## config.mk

```make
export PLATFORM = sky130hd
export DESIGN_NAME = pulse_sequencer
export DESIGN_NICKNAME = d
export VERILOG_FILES = /design/src/rtl/pulse_pkg.sv /design/src/rtl/phase_accumulator.sv /design/src/rtl/pulse_sequencer.sv
export SDC_FILE = /design/constraint.sdc
export NUM_CORES = 1
export LEC_CHECK = 0
export BUFFER_PORTS_ARGS = -buffer_cell sky130_fd_sc_hd__buf_2
export CAP_MARGIN = 10
export CORE_MARGIN = 2
export CORE_UTILIZATION = 40
export DETAILED_ROUTE_END_ITERATION = 6
export SLEW_MARGIN = 10
export SYNTH_ARGS = -nofsm -noshare
export SYNTH_HDL_FRONTEND = slang
export SYNTH_SLANG_ARGS = --single-unit
```

## constraint.sdc

```tcl
create_clock -name clk -period 7.3 [get_ports clk]
set_input_delay 0.73 -clock clk [delete_from_list [all_inputs] [get_ports clk]]
set_output_delay 0.73 -clock clk [all_outputs]
set_load 0.03 [all_outputs]
```

## src/rtl/pulse_pkg.sv

```systemverilog
// Shared widths, pulse entry layout and sequencer states for the pulse
// playback path between the pulse register FIFO and the CORDIC/DAC stream.
package pulse_pkg;

  localparam int ACC_W      = 32;
  localparam int AMP_W      = 16;
  localparam int TSTART_W   = 32;
  localparam int TLEN_W     = 16;
  localparam int ENV_ADDR_W = 10;

  typedef struct packed {
    logic [ACC_W-1:0]      freq;
    logic [ACC_W-1:0]      phase;
    logic [AMP_W-1:0]      amp;
    logic [TSTART_W-1:0]   tstart;
    logic [TLEN_W-1:0]     tlen;
    logic [ENV_ADDR_W-1:0] env_addr;
  } pulse_entry_t;

  typedef enum logic [1:0] {
    IDLE,
    WAIT,
    PLAY
  } seq_state_t;

endpackage

```

## src/rtl/phase_accumulator.sv

```systemverilog
// Loadable wrapping phase accumulator: load takes priority over a step by
// the increment; the sum wraps naturally at the accumulator width.
module phase_accumulator
  import pulse_pkg::*;
(
  input  logic             clk,
  input  logic             rst,
  input  logic             load,
  input  logic             enable,
  input  logic [ACC_W-1:0] load_value,
  input  logic [ACC_W-1:0] increment,
  output logic [ACC_W-1:0] acc
);

  always_ff @(posedge clk or posedge rst) begin
    if (rst) begin
      acc <= '0;
    end else if (load) begin
      acc <= load_value;
    end else if (enable) begin
      acc <= acc + increment;
    end
  end

endmodule

```

## src/rtl/pulse_sequencer.sv

```systemverilog
// Pops pulse entries, waits for the time counter to reach t_start, then
// streams t_len samples of phase/amplitude/envelope address downstream.
module pulse_sequencer
  import pulse_pkg::*;
(
  input  logic                  clk,
  input  logic                  rst,
  input  logic [TSTART_W-1:0]   counter,
  input  logic                  pr_empty,
  output logic                  pr_rd_en,
  input  logic [ACC_W-1:0]      pr_freq,
  input  logic [ACC_W-1:0]      pr_phase,
  input  logic [AMP_W-1:0]      pr_amp,
  input  logic [TSTART_W-1:0]   pr_tstart,
  input  logic [TLEN_W-1:0]     pr_tlen,
  input  logic [ENV_ADDR_W-1:0] pr_env_addr,
  output logic                  m_valid,
  input  logic                  m_ready,
  output logic [ACC_W-1:0]      m_phase,
  output logic [AMP_W-1:0]      m_amp,
  output logic [ENV_ADDR_W-1:0] m_env_addr,
  output logic                  m_last,
  output logic                  busy,
  output logic                  pulse_done,
  output logic                  late_err,
  output logic                  underrun_err,
  input  logic                  clr_err
);

  seq_state_t                   state, state_next;
  pulse_entry_t                 entry, pr_entry;
  logic [ENV_ADDR_W-1:0]        idx;
  logic [TLEN_W-1:0]            remaining;
  logic signed [TSTART_W-1:0]   diff;
  logic                         pop, acc_load, late_set, underrun_set;
  logic                         handshake, is_last;

  assign pr_entry = '{freq:     pr_freq,
                      phase:    pr_phase,
                      amp:      pr_amp,
                      tstart:   pr_tstart,
                      tlen:     pr_tlen,
                      env_addr: pr_env_addr};

  // Signed view of the modular distance keeps the comparison correct across counter wrap
  assign diff         = entry.tstart - counter;
  assign handshake    = m_valid & m_ready;
  assign is_last      = (remaining == TLEN_W'(1));
  assign underrun_set = m_valid & ~m_ready;

  always_comb begin
    state_next = state;
    pop        = 1'b0;
    acc_load   = 1'b0;
    pulse_done = 1'b0;
    late_set   = 1'b0;
    unique case (state)
      IDLE: begin
        if (!pr_empty) begin
          pop        = 1'b1;
          state_next = WAIT;
        end
      end
      WAIT: begin
        if (entry.tlen == '0) begin
          pulse_done = 1'b1;
          state_next = IDLE;
        end else if (diff == 1) begin
          acc_load   = 1'b1;
          state_next = PLAY;
        end else if (diff <= 0) begin
          late_set   = 1'b1;
          acc_load   = 1'b1;
          state_next = PLAY;
        end
      end
      PLAY: begin
        if (m_ready && is_last) begin
          pulse_done = 1'b1;
          if (!pr_empty) begin
            pop        = 1'b1;
            state_next = WAIT;
          end else begin
            state_next = IDLE;
          end
        end
      end
      default: state_next = IDLE;
    endcase
  end

  always_ff @(posedge clk or posedge rst) begin
    if (rst) begin
      state <= IDLE;
    end else begin
      state <= state_next;
    end
  end

  // The entry is overwritten on the chaining pop while the last sample is still on the bus
  always_ff @(posedge clk or posedge rst) begin
    if (rst) begin
      entry <= '0;
    end else if (pop) begin
      entry <= pr_entry;
    end
  end

  always_ff @(posedge clk or posedge rst) begin
    if (rst) begin
      idx       <= '0;
      remaining <= '0;
    end else if (acc_load) begin
      idx       <= '0;
      remaining <= entry.tlen;
    end else if (handshake) begin
      idx       <= idx + ENV_ADDR_W'(1);
      remaining <= remaining - TLEN_W'(1);
    end
  end

  always_ff @(posedge clk or posedge rst) begin
    if (rst) begin
      late_err     <= 1'b0;
      underrun_err <= 1'b0;
    end else begin
      if (late_set) begin
        late_err <= 1'b1;
      end else if (clr_err) begin
        late_err <= 1'b0;
      end
      if (underrun_set) begin
        underrun_err <= 1'b1;
      end else if (clr_err) begin
        underrun_err <= 1'b0;
      end
    end
  end

  phase_accumulator u_phase_acc (
    .clk        (clk),
    .rst        (rst),
    .load       (acc_load),
    .enable     (handshake),
    .load_value (entry.phase),
    .increment  (entry.freq),
    .acc        (m_phase)
  );

  assign pr_rd_en   = pop & ~rst;
  assign m_valid    = (state == PLAY);
  assign m_amp      = entry.amp;
  assign m_env_addr = entry.env_addr + idx;
  assign m_last     = m_valid & is_last;
  assign busy       = (state != IDLE);

endmodule
```

==> impl_metrics.py <==
metrics = {
    "outcome": {
        "status": "finished clean",
    },
    "critical_path": {
        "r2r_cells": 15,
        "reg2reg_to": "u_phase_acc.acc[24]",
        "slowest_stage": "o41ai_1",
        "crit_buf_inv": 2,
        "path_max_fanout": 36,
        "cp_top_family": "compound AO/OA/AOI/OAI gates",
        "slowest_delay_ns": 0.67,
        "r2r_setup_slack_ns": 2.39,
        "arrival_ns": 5.25,
        "reg2reg_from": "entry[26]",
        "path_common_cell": "o31a_1",
        "crit_chain": "inv_1 > ha_1 > fa_1 > nor2b_1 > o31a_1 > o31a_1 > o41ai_1 > o311ai_0 > xor2_1 > nor4b_1 > nand4_1 > or4_4 > a21oi_4 > buf_4 > mux2_2",
        "startpoint_type": "flop",
        "critPathCaptureType": "flop",
        "crit_required_ns": 7.64,
        "critPathKind": "flop to flop",
    },
    "cts": {
        "clk_pin_slew_ns": 0.08,
        "htreeDepth": 4,
        "cts_resized": 0,
        "root_buffer": "clkbuf_16",
        "clock_latency_ns": 0.46,
        "tritoncts": "yes",
        "cts_buffers": 17,
        "cts.sinks": 200,
        "post_cts_buffers": 0,
        "ctsLongestPathBuffers": 2,
        "cts_hold_buf": 0,
    },
    "die": {
        "die_h_um": 179.3,
        "ios": 240,
        "start_util_pct": 40.40,
        "placementRows": 64,
        "core_area_um2": 30430,
        "dieArea_um2": 32150,
        "die_w_um": 179.3,
    },
    "run": {
        "max_cap_viol_count": 0,
    },
    "synthesis": {
        "synth_top_family_by_area": "multiplexers",
        "synth-seq-cells": 200,
        "synth_xor_area_share_pct": 5.129,
        "async_flop_share_pct": 100.0,
        "synth.distinct_cells": 68,
        "synthMuxAreaShare_pct": 16.94,
        "yosys.area_share.simple_pct": 10.38,
        "synth-edff-count": 0,
        "syn_area_per_cell_um2": 10.26,
        "syn_area_um2": 12290,
        "synth-compound-area-share_pct": 13.52,
        "synth_ff_type": "dfrtp_1",
        "yosysWarnings": 0,
        "yosysSeqAreaShare_pct": 40.71,
        "syn_nets": 1454,
        "synth_fa_ha_area_share_pct": 8.427,
        "netlist_instances": 1198,
    },
    "global_routing": {
        "grt-ovfl-total": 0,
        "grtUsageTotal_pct": 18.95,
        "grt_max_degree": 154,
        "grt_pass1_wl_um": 47920,
        "grt_antenna_before_repair": 9,
        "grt_pass1_vias": 9281,
    },
    "min_path": {
        "hold_path.class": "primary input to async pin",
    },
    "pwr": {
        "switchingPower_mw": 3.149,
        "leakage_nw": 6.782,
        "ir_drop_uv": 250.3,
        "p_int_mw": 4.010,
        "p_per_area_nw_per_um2": 497.8,
        "p_total_mw": 7.158,
        "power_frac_seq_pct": 28.2,
        "p_comb_share_pct": 57.9,
        "swShare_pct": 43.99,
        "clockPowerShare_pct": 14.0,
    },
    "cells_and_area": {
        "final_area_um2": 14380,
        "layout_commonest_cell": "buf_2",
        "final_cells": 1821,
        "final_cell_mix": "buf_2, dfrtp_1, mux2_2, nand2_1, ha_1",
        "area_growth_pct": 16.98,
        "n_fill_cell": 2900,
        "drive_gt1_share_pct": 32.65,
        "nets": 1662,
    },
    "sta": {
        "rsz0062_at_grt": "false",
        "slew_headroom_pct": 25.81,
        "layout_min_cycle_time_ns": 4.908,
        "hold_violations": 0,
        "hold_slack_ns": 0.2486,
        "slew_viol_final": 0,
        "max_freq_mhz": 203.7,
        "setup_tns_ns": 0,
        "clock_skew_ns": 0.01402,
        "finalCritPeriodShare_pct": 67.24,
        "setup_viol": 0,
        "max_slew.worst_pin.slew_ns": 1.110,
    },
    "routing": {
        "viasPerCell": 5.198,
        "vias": 9465,
        "drt_iter0_markers": 494,
        "drcViolationCount": 0,
        "antenna_left": 0,
        "wl_per_cell_um": 16.35,
        "first_pass_iters": 5,
        "wl_um": 29770,
    },
    "placement": {
        "postPlaceCellArea_um2": 13750,
        "dp_cells": 1783,
        "port_buffers": 239,
        "place_congestion": 0.8675,
        "hpwl_um": 22350,
    },
}
-- how the worst max path moves through the flow --
stage                     slack, ns  depth (start not counted)       start             endpoint
after detailed placement       2.03                         15  counter[2]  u_phase_acc.acc[24]
final                          2.39                         15   entry[26]  u_phase_acc.acc[24]
after global placement         2.18                         15  counter[2]  u_phase_acc.acc[21]
after CTS                      2.44                         15   entry[26]         remaining[9]
after global routing           2.10                         15   entry[26]         remaining[9]
after floorplan                1.04                          2         rst             pr_rd_en
-- flip-flops by register name, indices dropped and copies added, names as in the netlist --
name and flops:
idx 10, remaining 16, u_phase_acc.acc 32, m_amp 16
entry 122, underrun_err 1, state 2, late_err 1
-- power by group through the flow --
stage / Clock, mW / Combinational (mW) / Sequential [mW]
6_report: 1.00 / 4.14 / 2.02
5_1_grt: 1.08 / 4.60 / 2.10
4_1_cts: 1.04 / 4.17 / 2.03
3_5_place_dp: 0 / 4.14 / 2.04
3_3_place_gp: 0 / 4.09 / 2.03
2_1_floorplan: 0 / 3.18 / 2.12
-- kinds of logic after synthesis --
group	Yosys count
DFF	200
adders and majority gates	81
buffers and inverters	133
and+or+nand+nor	264
AOI/OAI and AO/OA	262
muxes	186
xor gates and xnor gates	72
-- cell usage after synthesis (all sizes together) (16+ instances only) --
library cell | instances | share of area, %
dfrtp | 200 | 41
xor2 | 40 | 2.8
inv | 77 | 2.4
nor2 | 59 | 1.8
clkbuf | 31 | 0.95
o21ai | 67 | 2.7
a21oi | 75 | 3.1
a21o | 23 | 1.4
nand2 | 85 | 2.6
mux2 | 177 | 16
buf | 25 | 1.6
nor4 | 16 | 0.81
nand3 | 21 | 0.85
ha | 78 | 7.9
xnor2 | 32 | 2.3
-- per-layer routing --
metal / routed length (um) / GRT usage, % / vias to the layer above
met5: 37 / 0 / -
met4: 415 / 5.578 / 6
met3: 1808 / 5.259 / 35
met2: 13940 / 31.27 / 202
met1: 13560 / 24.23 / 4524
li1: - / - / 4698
-- final cells by class --
cell class	count	area, um^2	area share [%]
Clock buffer	17	425.4	2.958
Antenna cell	7	17.52	0.1218
Tap cell	396	495.5	3.445
Multi-Input combinational cell	865	6701	46.60
Timing Repair Buffer	245	1254	8.718
Clock inverter	14	186.4	1.296
Sequential cell	200	5005	34.80
Inverter	77	296.5	2.062
-- per-stage QoR --
stage / util [%] / setup slack [ns]
final: 47.26 / 2.392
after floorplan: - / 1.042
after detailed placement: 45.19 / 2.031
after CTS: 47.20 / 2.436
after global placement: 45.19 / 2.176
after global routing: 47.21 / 2.104
Note: power is estimated with default switching activity, not from simulation.
